--- config.mk ---
export PLATFORM = sky130hd
export DESIGN_NAME = bt_cmd_arbiter
export DESIGN_NICKNAME = d
export VERILOG_FILES = /design/src/rtl/bt_cmd_arbiter.sv
export SDC_FILE = /design/constraint.sdc
export NUM_CORES = 1
export LEC_CHECK = 0
export BUFFER_PORTS_ARGS = -buffer_cell sky130_fd_sc_hd__buf_2
export CAP_MARGIN = 20
export CELL_PAD_IN_SITES_DETAIL_PLACEMENT = 1
export CELL_PAD_IN_SITES_GLOBAL_PLACEMENT = 1
export CORE_MARGIN = 1.5
export CORE_UTILIZATION = 42
export CTS_BUF_LIST = sky130_fd_sc_hd__clkbuf_2
export CTS_CLUSTER_SIZE = 24
export DETAILED_ROUTE_END_ITERATION = 8
export PLACE_DENSITY = 0.83
export SYNTH_ARGS = -nofsm -noshare
export SYNTH_HDL_FRONTEND = slang
export SYNTH_SLANG_ARGS = --single-unit
export TNS_END_PERCENT = 5
--- constraint.sdc ---
create_clock -name clk -period 2.73 [get_ports clk]
set_input_delay 0.1365 -clock clk [delete_from_list [all_inputs] [get_ports clk]]
set_output_delay 0.1365 -clock clk [all_outputs]
set_load 0.01 [all_outputs]
--- src/rtl/bt_cmd_arbiter.sv ---
// Round-robin arbiter sharing one snd_cmd engine among NUM_REQ requesters, with a response timeout and an inter-command gap.
// Optional macro BT_ARB_RETRY_EN: reissue a timed-out command up to MAX_RETRY times before reporting err.
module bt_cmd_arbiter #(
    parameter int NUM_REQ     = 4,
    parameter int TIMEOUT_CYC = 1000000,
    parameter int GAP_CYC     = 1024,
    parameter int MAX_RETRY   = 2
) (
    input  logic                   clk,
    input  logic                   rst_n,
    input  logic [NUM_REQ-1:0]     req,
    input  logic [5*NUM_REQ-1:0]   req_start,
    input  logic [4*NUM_REQ-1:0]   req_len,
    output logic [NUM_REQ-1:0]     gnt,
    output logic [NUM_REQ-1:0]     done,
    output logic [NUM_REQ-1:0]     err,
    output logic                   send,
    output logic [4:0]             cmd_start,
    output logic [3:0]             cmd_len,
    input  logic                   resp_rcvd,
    output logic                   busy
);

    // state     | meaning
    // IDLE      | waiting for any request; grants and captures fields
    // ISSUE     | pulses send for the captured command
    // WAIT_RESP | waiting for resp_rcvd, timeout counter running
    // GAP       | enforced idle time before the next grant
    typedef enum logic [1:0] {IDLE, ISSUE, WAIT_RESP, GAP} state_t;

    localparam int PTR_W = $clog2(NUM_REQ);
    localparam int TO_W  = (TIMEOUT_CYC > 1) ? $clog2(TIMEOUT_CYC) : 1;
    localparam int GAP_W = (GAP_CYC > 1) ? $clog2(GAP_CYC) : 1;
    localparam int RTY_W = (MAX_RETRY > 0) ? $clog2(MAX_RETRY + 1) : 1;

    localparam logic [TO_W-1:0]  TO_LAST  = TO_W'(TIMEOUT_CYC - 1);
    localparam logic [GAP_W-1:0] GAP_LAST = GAP_W'(GAP_CYC - 1);
    localparam logic [RTY_W-1:0] RTY_MAX  = RTY_W'(MAX_RETRY);
    localparam logic [PTR_W-1:0] LAST_REQ = PTR_W'(NUM_REQ - 1);
    localparam logic [PTR_W:0]   NREQ     = (PTR_W + 1)'(NUM_REQ);

`ifdef BT_ARB_RETRY_EN
    localparam bit RETRY_EN = 1'b1;
`else
    localparam bit RETRY_EN = 1'b0;
`endif

    state_t             state_q, state_d;
    logic [PTR_W-1:0]   ptr_q, ptr_d;
    logic [PTR_W-1:0]   owner_q, owner_d;
    logic [TO_W-1:0]    to_cnt_q, to_cnt_d;
    logic [GAP_W-1:0]   gap_cnt_q, gap_cnt_d;
    logic [RTY_W-1:0]   retry_q, retry_d;
    logic [4:0]         cmd_start_q, cmd_start_d;
    logic [3:0]         cmd_len_q, cmd_len_d;
    logic [NUM_REQ-1:0] gnt_q, gnt_d;
    logic [NUM_REQ-1:0] done_q, done_d;
    logic [NUM_REQ-1:0] err_q, err_d;
    logic               send_q, send_d;
    logic               busy_q, busy_d;

    logic               sel_found;
    logic [PTR_W-1:0]   sel_idx;
    logic [PTR_W:0]     cand;
    logic [4:0]         sel_start;
    logic [3:0]         sel_len;
    logic [NUM_REQ-1:0] sel_vec;
    logic [NUM_REQ-1:0] owner_vec;
    logic               retry_ok;

    // First set request at or after the pointer, wrapping modulo NUM_REQ.
    always_comb begin
        sel_found = 1'b0;
        sel_idx   = '0;
        cand      = '0;
        for (int i = 0; i < NUM_REQ; i++) begin
            cand = {1'b0, ptr_q} + (PTR_W + 1)'(i);
            if (cand >= NREQ) begin
                cand = cand - NREQ;
            end
            if (!sel_found && req[cand[PTR_W-1:0]]) begin
                sel_found = 1'b1;
                sel_idx   = cand[PTR_W-1:0];
            end
        end
    end

    always_comb begin
        sel_start = '0;
        sel_len   = '0;
        sel_vec   = '0;
        owner_vec = '0;
        for (int i = 0; i < NUM_REQ; i++) begin
            if (sel_idx == PTR_W'(i)) begin
                sel_start  = req_start[5*i +: 5];
                sel_len    = req_len[4*i +: 4];
                sel_vec[i] = 1'b1;
            end
            owner_vec[i] = (owner_q == PTR_W'(i));
        end
    end

    assign retry_ok = RETRY_EN && (retry_q < RTY_MAX);

    always_comb begin
        state_d     = state_q;
        ptr_d       = ptr_q;
        owner_d     = owner_q;
        to_cnt_d    = to_cnt_q;
        gap_cnt_d   = gap_cnt_q;
        retry_d     = retry_q;
        cmd_start_d = cmd_start_q;
        cmd_len_d   = cmd_len_q;
        gnt_d       = '0;
        done_d      = '0;
        err_d       = '0;
        send_d      = 1'b0;
        case (state_q)
            IDLE: begin
                if (sel_found) begin
                    gnt_d       = sel_vec;
                    cmd_start_d = sel_start;
                    cmd_len_d   = sel_len;
                    owner_d     = sel_idx;
                    ptr_d       = (sel_idx == LAST_REQ) ? '0 : sel_idx + PTR_W'(1);
                    retry_d     = '0;
                    state_d     = ISSUE;
                end
            end
            ISSUE: begin
                send_d   = 1'b1;
                to_cnt_d = '0;
                state_d  = WAIT_RESP;
            end
            WAIT_RESP: begin
                // A response on the terminal-count cycle still counts as success.
                if (resp_rcvd) begin
                    done_d    = owner_vec;
                    gap_cnt_d = '0;
                    state_d   = GAP;
                end else if (to_cnt_q == TO_LAST) begin
                    if (retry_ok) begin
                        retry_d = retry_q + RTY_W'(1);
                        state_d = ISSUE;
                    end else begin
                        err_d     = owner_vec;
                        gap_cnt_d = '0;
                        state_d   = GAP;
                    end
                end else begin
                    to_cnt_d = to_cnt_q + TO_W'(1);
                end
            end
            GAP: begin
                if (gap_cnt_q == GAP_LAST) begin
                    state_d = IDLE;
                end else begin
                    gap_cnt_d = gap_cnt_q + GAP_W'(1);
                end
            end
            default: state_d = IDLE;
        endcase
        busy_d = (state_d != IDLE);
    end

    always_ff @(posedge clk or negedge rst_n) begin
        if (!rst_n) begin
            state_q     <= IDLE;
            ptr_q       <= '0;
            owner_q     <= '0;
            to_cnt_q    <= '0;
            gap_cnt_q   <= '0;
            retry_q     <= '0;
            cmd_start_q <= '0;
            cmd_len_q   <= '0;
            gnt_q       <= '0;
            done_q      <= '0;
            err_q       <= '0;
            send_q      <= 1'b0;
            busy_q      <= 1'b0;
        end else begin
            state_q     <= state_d;
            ptr_q       <= ptr_d;
            owner_q     <= owner_d;
            to_cnt_q    <= to_cnt_d;
            gap_cnt_q   <= gap_cnt_d;
            retry_q     <= retry_d;
            cmd_start_q <= cmd_start_d;
            cmd_len_q   <= cmd_len_d;
            gnt_q       <= gnt_d;
            done_q      <= done_d;
            err_q       <= err_d;
            send_q      <= send_d;
            busy_q      <= busy_d;
        end
    end

    assign gnt       = gnt_q;
    assign done      = done_q;
    assign err       = err_q;
    assign send      = send_q;
    assign cmd_start = cmd_start_q;
    assign cmd_len   = cmd_len_q;
    assign busy      = busy_q;

endmodule
==> impl_metrics.xml, run 1 <==
<?xml version="1.0" encoding="UTF-8"?>
<metrics>
  <group name="routing">
    <metric name="post-route-drc-count" unit="">0</metric>
    <metric name="num_vias" unit="">2584</metric>
    <metric name="drt-pass1-iter-count" unit="">4</metric>
    <metric name="wl_per_cell" unit="um">16.4</metric>
    <metric name="routed_wl" unit="um">7660</metric>
    <metric name="via_per_inst" unit="">5.53</metric>
    <metric name="drt_iter0_markers" unit="">125</metric>
    <metric name="number_of_nets_still_failing_antenna_checks_after_routing" unit="">0</metric>
  </group>
  <group name="pwr">
    <metric name="combPwrFrac" unit="">0.212</metric>
    <metric name="switching_share" unit="">0.308</metric>
    <metric name="power-per-cell-area" unit="nW/um^2">597</metric>
    <metric name="static_leakage_power" unit="nW">1.77</metric>
    <metric name="power.net_switching" unit="mW">0.659</metric>
    <metric name="clockPowerShare" unit="">0.291</metric>
    <metric name="seqPwrFrac" unit="">0.497</metric>
    <metric name="p_int" unit="mW">1.48</metric>
    <metric name="worst_ir_drop_vdd" unit="V">0.000268</metric>
  </group>
  <group name="global_route">
    <metric name="wire_length_of_the_first_global_routing_pass" unit="um">12700</metric>
    <metric name="grt_antenna_before_repair" unit="">0</metric>
    <metric name="global_route_overflow" unit="">0</metric>
    <metric name="pin_count_of_the_biggest_net_entering_global_routing" unit="">31</metric>
    <metric name="groute.usage.overall" unit="">0.222</metric>
    <metric name="via_count_of_the_first_global_routing_pass" unit="">2675</metric>
  </group>
  <group name="synthesis">
    <metric name="synthesis.nets" unit="">348</metric>
    <metric name="number_of_distinct_library_cells_after_synthesis" unit="">44</metric>
    <metric name="synth.ff_latch_count" unit="">59</metric>
    <metric name="synth.yosys.seq_area_share" unit="">0.506</metric>
    <metric name="synthCells" unit="">299</metric>
    <metric name="postSynth.topFlopCell" unit="">dfrtp_1</metric>
    <metric name="synth_enable_flop_cells" unit="">0</metric>
    <metric name="netlist_area" unit="um^2">2920</metric>
    <metric name="synth_warnings" unit="">0</metric>
    <metric name="ys_async_sr_fraction" unit="">1.00</metric>
    <metric name="synthesized_area_divided_by_synthesized_cell_count" unit="um^2">9.75</metric>
  </group>
  <group name="clock_network">
    <metric name="cts_tree" unit="">done</metric>
    <metric name="insertion_delay" unit="ns">0.48</metric>
    <metric name="clock_path_buffers" unit="">2</metric>
    <metric name="htreeDepth" unit="">3</metric>
    <metric name="cts_made_buffers" unit="">9</metric>
    <metric name="clock_sinks" unit="">59</metric>
    <metric name="worst_setup_hold_path_clk_slew" unit="ns">0.17</metric>
    <metric name="ctsRootBufferMaster" unit="">clkbuf_2</metric>
  </group>
  <group name="sta">
    <metric name="hold_violations" unit="">0</metric>
    <metric name="min_period_over_period" unit="">0.939</metric>
    <metric name="finalHoldWorstSlack" unit="ns">0.104</metric>
    <metric name="clock-skew-final" unit="ns">0.0234</metric>
    <metric name="period_needed" unit="ns">2.56</metric>
    <metric name="max-slew-margin-rel" unit="">0.490</metric>
    <metric name="clock.fmax" unit="GHz">0.390</metric>
    <metric name="report.final.setup_viol" unit="">0</metric>
    <metric name="tightestPinTransition" unit="ns">0.765</metric>
    <metric name="final_max_slew_viol_count" unit="">0</metric>
  </group>
  <group name="die">
    <metric name="chipWidth" unit="um">86.3</metric>
    <metric name="initial_core_util" unit="">0.431</metric>
    <metric name="design.core.area" unit="um^2">6760</metric>
    <metric name="core_rows" unit="">30</metric>
    <metric name="design.die.area" unit="um^2">7450</metric>
    <metric name="die_height" unit="um">86.3</metric>
    <metric name="ioPinCount" unit="">66</metric>
  </group>
  <group name="final_layout">
    <metric name="drive_gt1_frac" unit="">0.245</metric>
    <metric name="finalNonFillerCells" unit="">467</metric>
    <metric name="design.final.nets" unit="">432</metric>
    <metric name="area_delta_synth_final" unit="%">23.1</metric>
    <metric name="finish.utilization" unit="">0.531</metric>
    <metric name="num_antenna_cells" unit="">0</metric>
  </group>
  <group name="setup_path">
    <metric name="crit_path_max_fanout" unit="">9</metric>
    <metric name="worst_setup_path_end_kind" unit="">flop</metric>
    <metric name="timing.rr.end" unit="">cmd_len[0]</metric>
    <metric name="worstReg2RegStart" unit="">ptr_q[0]</metric>
    <metric name="worst_r2r_path_depth" unit="">12</metric>
    <metric name="crit_path_capture" unit="">cmd_len[0]</metric>
    <metric name="timing.critical_path.cells" unit="">inv_1, a2bb2oi_1, o32ai_1, a21oi_2, nor2b_1, ha_1, nor2b_1, buf_4, a221oi_1, nor3_1, a21oi_1, o21ai_0</metric>
    <metric name="cp.arrival" unit="ns">2.89</metric>
    <metric name="critPathKind" unit="">flop to flop</metric>
    <metric name="worst_path_largest_cell_delay" unit="ns">0.45</metric>
    <metric name="cp_common_cell" unit="">nor2b_1</metric>
    <metric name="slowest_stage" unit="">dfrtp_1</metric>
    <metric name="setup.worst_path.start" unit="">ptr_q[0]</metric>
    <metric name="required" unit="ns">3.06</metric>
    <metric name="startpoint_type" unit="">flop</metric>
    <metric name="reg2reg_slack" unit="ns">0.17</metric>
  </group>
  <group name="flow_run">
    <metric name="drv.max_cap_violation_count" unit="">0</metric>
  </group>
  <group name="worst_hold_path">
    <metric name="min_delay_path_depth" unit="">3</metric>
    <metric name="hold_path.class" unit="">primary input to flop</metric>
  </group>
  <group name="placement">
    <metric name="numPlacedInstances" unit="">442</metric>
    <metric name="port_buffers" unit="">65</metric>
    <metric name="placer_congestion" unit="">0.744</metric>
    <metric name="hpwlAfterDp" unit="um">5440</metric>
  </group>
  <group name="status">
    <metric name="run_status" unit="">finished, final reports clean</metric>
  </group>
</metrics>
-- worst min-delay path by stage --
stage / start / endpoint / slack, ns
2_1_floorplan: rst_n / busy / -0.16
3_3_place_gp: rst_n / to_cnt_q[4] / 0.20
3_5_place_dp: rst_n / to_cnt_q[4] / 0.23
4_1_cts: req_start[10] / cmd_start[0] / 0.08
5_1_grt: req[2] / ptr_q[0] / 0.09
6_report: resp_rcvd / done[2] / 0.10
-- Yosys cell counts, types with 3 or more instances --
library cell	instances	area, um^2
xor2_1	10	87.6
and2_1	6	37.5
o22ai_1	4	25.0
mux2i_1	5	50.1
inv_1	5	18.8
nand3b_1	3	22.5
nand2_1	34	128
nand3_1	18	90.1
clkbuf_1	9	33.8
and4_1	4	35.0
nand2b_1	5	31.3
nor2_1	20	75.1
a221oi_1	9	78.8
ha_1	6	75.1
nor3_1	14	70.1
nor2b_1	12	75.1
dfrtp_1	59	1480
nor4_1	4	25.0
nand4_1	7	43.8
a21oi_1	15	75.1
o21ai_0	20	100
-- stage by stage --
step                      TNS (ns)  area [um^2]  total power [mW]  setup WS, ns
after floorplan                  0         2920              1.34         0.552
after global placement           0         3360              1.49         0.456
after detailed placement         0         3360              1.52         0.192
after CTS                        0         3590              2.16         0.119
after global routing       -0.0493         3590              2.27       -0.0182
final                            0         3590              2.14         0.166
-- worst max-delay path: cells and delay by family (launching register included) --
family / cells / cell delay, ns
AOI/OAI and AO/OA: 6 / 1.07
DFF: 1 / 0.45
and+or+nand+nor: 3 / 0.38
adders and majority gates: 1 / 0.23
buffers and inverters: 2 / 0.28
-- power groups by stage --
stage / Clock (mW) / Combinational (mW) / Sequential [mW]
after floorplan: 0 / 0.274 / 1.07
after global placement: 0 / 0.415 / 1.07
after detailed placement: 0 / 0.437 / 1.08
after CTS: 0.640 / 0.454 / 1.07
after global routing: 0.676 / 0.513 / 1.08
final: 0.624 / 0.454 / 1.06
-- routing by layer --
| metal | routed length (um) | global-route usage | vias to the layer above |
|---|---|---|---|
| li1 | - | - | 1250 |
| met1 | 3260 | 0.254 | 1253 |
| met2 | 3890 | 0.392 | 69 |
| met3 | 357 | 0.0543 | 12 |
| met4 | 151 | 0.0997 | 0 |
| met5 | 0 | 0 | - |
-- repair_timing --
action,in CTS,in global routing
buffers inserted,0,0
setup endpoints to repair,0,5
gates resized for setup,0,1
endpoints found under the hold margin,37,0
hold buffers,10,0
-- layout by cell type, fill, tap and decap left out, types with 2 or more instances in the layout --
cell type,n
o31ai_1,2
nor3_1,14
o22ai_1,4
and2_1,6
o211ai_1,2
buf_4,10
a21oi_1,14
ha_1,6
a221oi_1,9
buf_2,65
dlygate4sd3_1,10
nand2b_1,5
nor2b_1,12
nor2_1,20
a21o_1,2
and3_1,2
dfrtp_1,59
bufinv_16,2
xor2_1,10
nand3b_1,3
inv_1,5
mux2i_1,5
nand3_1,18
or4_4,2
nand4_1,7
nand2_1,34
o21ai_0,20
nor4_1,4
xnor2_1,2
nand4b_1,2
clkbuf_2,12
and4_1,4
-- sequential cells by signal (all words and copies together) (netlist names) --
name and cells:
busy 1, cmd_len 4, err 4, gap_cnt_q 10, gnt 4, done 4, ptr_q 2, cmd_start 5
send 1, state_q 2, owner_q 2, to_cnt_q 20
-- logic make-up (layout without fill, tap and decap cells) --
| logic type | Yosys count | count (layout) | synth area share |
|---|---|---|---|
| flip-flops | 59 | 59 | 0.506 |
| multiplexers | 6 | 6 | 0.0210 |
| AND/OR/NAND/NOR | 139 | 139 | 0.251 |
| XOR/XNOR | 12 | 12 | 0.0361 |
| AO/OA/AOI/OAI | 60 | 60 | 0.135 |
| adder cells (fa/ha/maj) | 6 | 6 | 0.0258 |
| buffers and inverters | 17 | 105 | 0.0249 |
-- layout make-up --
cell class,instances,area [um^2]
clock inverter,3,63.8
clock buffer,12,60.1
multi-input combinational,223,1370
sequential,59,1480
tap,80,100
timing repair buffer,85,500
fill,813,3170
inverter,5,18.8
No activity file was read; power rests on OpenSTA's default activity.
==> inputs of run 2 (changes only) <==
Settings changed: CORE_UTILIZATION 42 to 46, PLACE_DENSITY 0.83 to 0.9.
Clock period 2.73 ns to 3.23 ns, I/O delays scaled along.
==> impl_metrics.xml, run 2 (synthesis results as in run 1) <==
<?xml version="1.0" encoding="UTF-8"?>
<metrics>
  <group name="status">
    <metric name="run_status" unit="">finished, final reports clean</metric>
  </group>
  <group name="sta">
    <metric name="final_max_slew_viol_count" unit="">0</metric>
    <metric name="report.final.setup_viol" unit="">0</metric>
    <metric name="max-slew-margin-rel" unit="">0.446</metric>
    <metric name="setup_repair_after_global_routing_missed_its_margin" unit="">no</metric>
    <metric name="finalHoldWorstSlack" unit="ns">0.0198</metric>
    <metric name="setup_tns" unit="ns">0</metric>
    <metric name="min_period_over_period" unit="">0.902</metric>
    <metric name="period_needed" unit="ns">2.91</metric>
    <metric name="tightestPinTransition" unit="ns">0.824</metric>
    <metric name="clock-skew-final" unit="ns">0.0338</metric>
    <metric name="clock.fmax" unit="GHz">0.343</metric>
    <metric name="hold_violations" unit="">0</metric>
  </group>
  <group name="routing">
    <metric name="wl_per_cell" unit="um">17.7</metric>
    <metric name="post-route-drc-count" unit="">0</metric>
    <metric name="drt_iter0_markers" unit="">130</metric>
    <metric name="number_of_nets_still_failing_antenna_checks_after_routing" unit="">0</metric>
    <metric name="num_vias" unit="">2588</metric>
    <metric name="routed_wl" unit="um">8070</metric>
    <metric name="via_per_inst" unit="">5.69</metric>
    <metric name="drt-pass1-iter-count" unit="">4</metric>
  </group>
  <group name="pwr">
    <metric name="power-per-cell-area" unit="nW/um^2">478</metric>
    <metric name="static_leakage_power" unit="nW">1.71</metric>
    <metric name="worst_ir_drop_vdd" unit="V">0.000178</metric>
    <metric name="post-layout-total-power" unit="mW">1.67</metric>
  </group>
  <group name="placement">
    <metric name="numPlacedInstances" unit="">430</metric>
    <metric name="placer_congestion" unit="">0.795</metric>
    <metric name="hpwlAfterDp" unit="um">5510</metric>
    <metric name="port_buffers" unit="">65</metric>
  </group>
  <group name="setup_path">
    <metric name="crit_buf_inv" unit="">1</metric>
    <metric name="timing.critical_path.cells" unit="">inv_1, a2bb2oi_1, o32ai_1, a21oi_1, nor2b_1, ha_1, nor2b_1, a221oi_1, nor3_1, a21oi_1, o21ai_0</metric>
    <metric name="crit_path_capture" unit="">cmd_len[1]</metric>
    <metric name="cp.depth" unit="">11</metric>
    <metric name="timing.rr.end" unit="">cmd_len[1]</metric>
    <metric name="critPathKind" unit="">flop to flop</metric>
    <metric name="worst_path_largest_cell_delay" unit="ns">0.44</metric>
    <metric name="slowest_stage" unit="">dfrtp_1</metric>
    <metric name="crit_family" unit="">compound AO/OA/AOI/OAI gates</metric>
    <metric name="crit_path_max_fanout" unit="">11</metric>
    <metric name="reg2reg_slack" unit="ns">0.32</metric>
    <metric name="worst_setup_path_end_kind" unit="">flop</metric>
    <metric name="worstReg2RegStart" unit="">ptr_q[0]</metric>
    <metric name="worst_r2r_path_depth" unit="">11</metric>
    <metric name="setup.worst_path.start" unit="">ptr_q[0]</metric>
    <metric name="cp.arrival" unit="ns">3.25</metric>
    <metric name="startpoint_type" unit="">flop</metric>
    <metric name="required" unit="ns">3.57</metric>
  </group>
  <group name="clock_network">
    <metric name="worst_setup_hold_path_clk_slew" unit="ns">0.17</metric>
    <metric name="cts_post_setup_buffers_inserted" unit="">0</metric>
    <metric name="insertion_delay" unit="ns">0.50</metric>
    <metric name="cts.repair.resized" unit="">0</metric>
    <metric name="clock_sinks" unit="">59</metric>
    <metric name="cts_made_buffers" unit="">9</metric>
    <metric name="ctsRootBufferMaster" unit="">clkbuf_2</metric>
    <metric name="htreeDepth" unit="">3</metric>
    <metric name="cts_tree" unit="">done</metric>
    <metric name="clock_path_buffers" unit="">2</metric>
  </group>
  <group name="final_layout">
    <metric name="final_common_cell" unit="">buf_2</metric>
    <metric name="num-fill-cells" unit="">728</metric>
    <metric name="drive_gt1_frac" unit="">0.232</metric>
    <metric name="flip_flop_count_of_the_largest_register_after_layout" unit="">20</metric>
    <metric name="area_delta_synth_final" unit="%">19.6</metric>
    <metric name="multiInputGateArea" unit="um^2">1370</metric>
    <metric name="design.final.nets" unit="">424</metric>
    <metric name="finalNonFillerCells" unit="">455</metric>
    <metric name="largest_register" unit="">to_cnt_q</metric>
    <metric name="ff_latch_area" unit="um^2">1480</metric>
    <metric name="most-common-layout-cells" unit="">65 x buf_2, 59 x dfrtp_1, 34 x nand2_1, 20 x o21ai_0, 20 x nor2_1</metric>
    <metric name="num_antenna_cells" unit="">0</metric>
  </group>
  <group name="global_route">
    <metric name="pin_count_of_the_biggest_net_entering_global_routing" unit="">52</metric>
    <metric name="wire_length_of_the_first_global_routing_pass" unit="um">13000</metric>
    <metric name="global_route_overflow" unit="">0</metric>
    <metric name="via_count_of_the_first_global_routing_pass" unit="">2755</metric>
    <metric name="grt_antenna_before_repair" unit="">0</metric>
    <metric name="groute.usage.overall" unit="">0.259</metric>
  </group>
  <group name="die">
    <metric name="chipWidth" unit="um">82.6</metric>
    <metric name="die_height" unit="um">82.6</metric>
    <metric name="ioPinCount" unit="">66</metric>
    <metric name="initial_core_util" unit="">0.484</metric>
    <metric name="design.die.area" unit="um^2">6820</metric>
    <metric name="core_rows" unit="">28</metric>
    <metric name="design.core.area" unit="um^2">6030</metric>
  </group>
  <group name="flow_run">
    <metric name="drv.max_cap_violation_count" unit="">0</metric>
  </group>
  <group name="worst_hold_path">
    <metric name="min_delay_path_depth" unit="">3</metric>
    <metric name="hold_path.class" unit="">primary input to flop</metric>
  </group>
</metrics>
==> run 2: report_power, final <==
group	leakage, nW	switching (mW)	internal, mW
clock	0.0528	0.285	0.0962
sequential	0.774	0.0845	0.820
combinational	0.880	0.219	0.163
total	1.71	0.589	1.08
==> run 2: metal layers <==
layer / track usage / wire length, um / part of all wire / up-vias
met2: 0.477 / 4200 / 0.52 / 74
met3: 0.0670 / 409 / 0.051 / 19
met1: 0.275 / 3250 / 0.40 / 1268
met5: 0 / 0 / 0 / -
met4: 0.118 / 208 / 0.026 / 0
li1: - / - / - / 1227
==> run 2: what timing repair did <==
| item | 4_1_cts | 5_1_grt |
|---|---|---|
| endpoints found under the setup margin | 0 | 0 |
| endpoints found under the hold margin | 57 | 0 |
| hold buffers | 8 | 0 |
==> run 2: worst min path at each step <==
stage | startpoint | end | slack, ns
3_5_place_dp | rst_n | to_cnt_q[4] | 0.45
2_1_floorplan | rst_n | busy | -0.13
3_3_place_gp | rst_n | done[2] | 0.43
4_1_cts | req_start[18] | cmd_start[3] | 0.01
6_report | req_start[18] | cmd_start[3] | 0.02
5_1_grt | req_start[18] | cmd_start[3] | 0.02
==> run 2: worst register-to-register path, stage by stage (launching register included) <==
cell and delay (ns):
dfrtp_1 0.44, inv_1 0.12, a2bb2oi_1 0.21, o32ai_1 0.12, a21oi_1 0.25, nor2b_1 0.23, ha_1 0.41, nor2b_1 0.24
a221oi_1 0.35, nor3_1 0.11, a21oi_1 0.15, o21ai_0 0.13
==> run 2: final cells by class <==
type / instances / area share
sequential: 59 / 0.424
multi-input combinational: 223 / 0.392
timing repair buffer: 77 / 0.128
tap: 75 / 0.0269
clock buffer: 10 / 0.0144
clock inverter: 6 / 0.00933
inverter: 5 / 0.00538
==> run 2: metrics by stage <==
step                setup WS (ns)   util  area, um^2
global route                0.162  0.578        3490
CTS                         0.450  0.575        3470
global placement            0.710  0.548        3300
floorplan                    1.05      -        2920
detailed placement          0.501  0.548        3300
finish                      0.316  0.578        3490
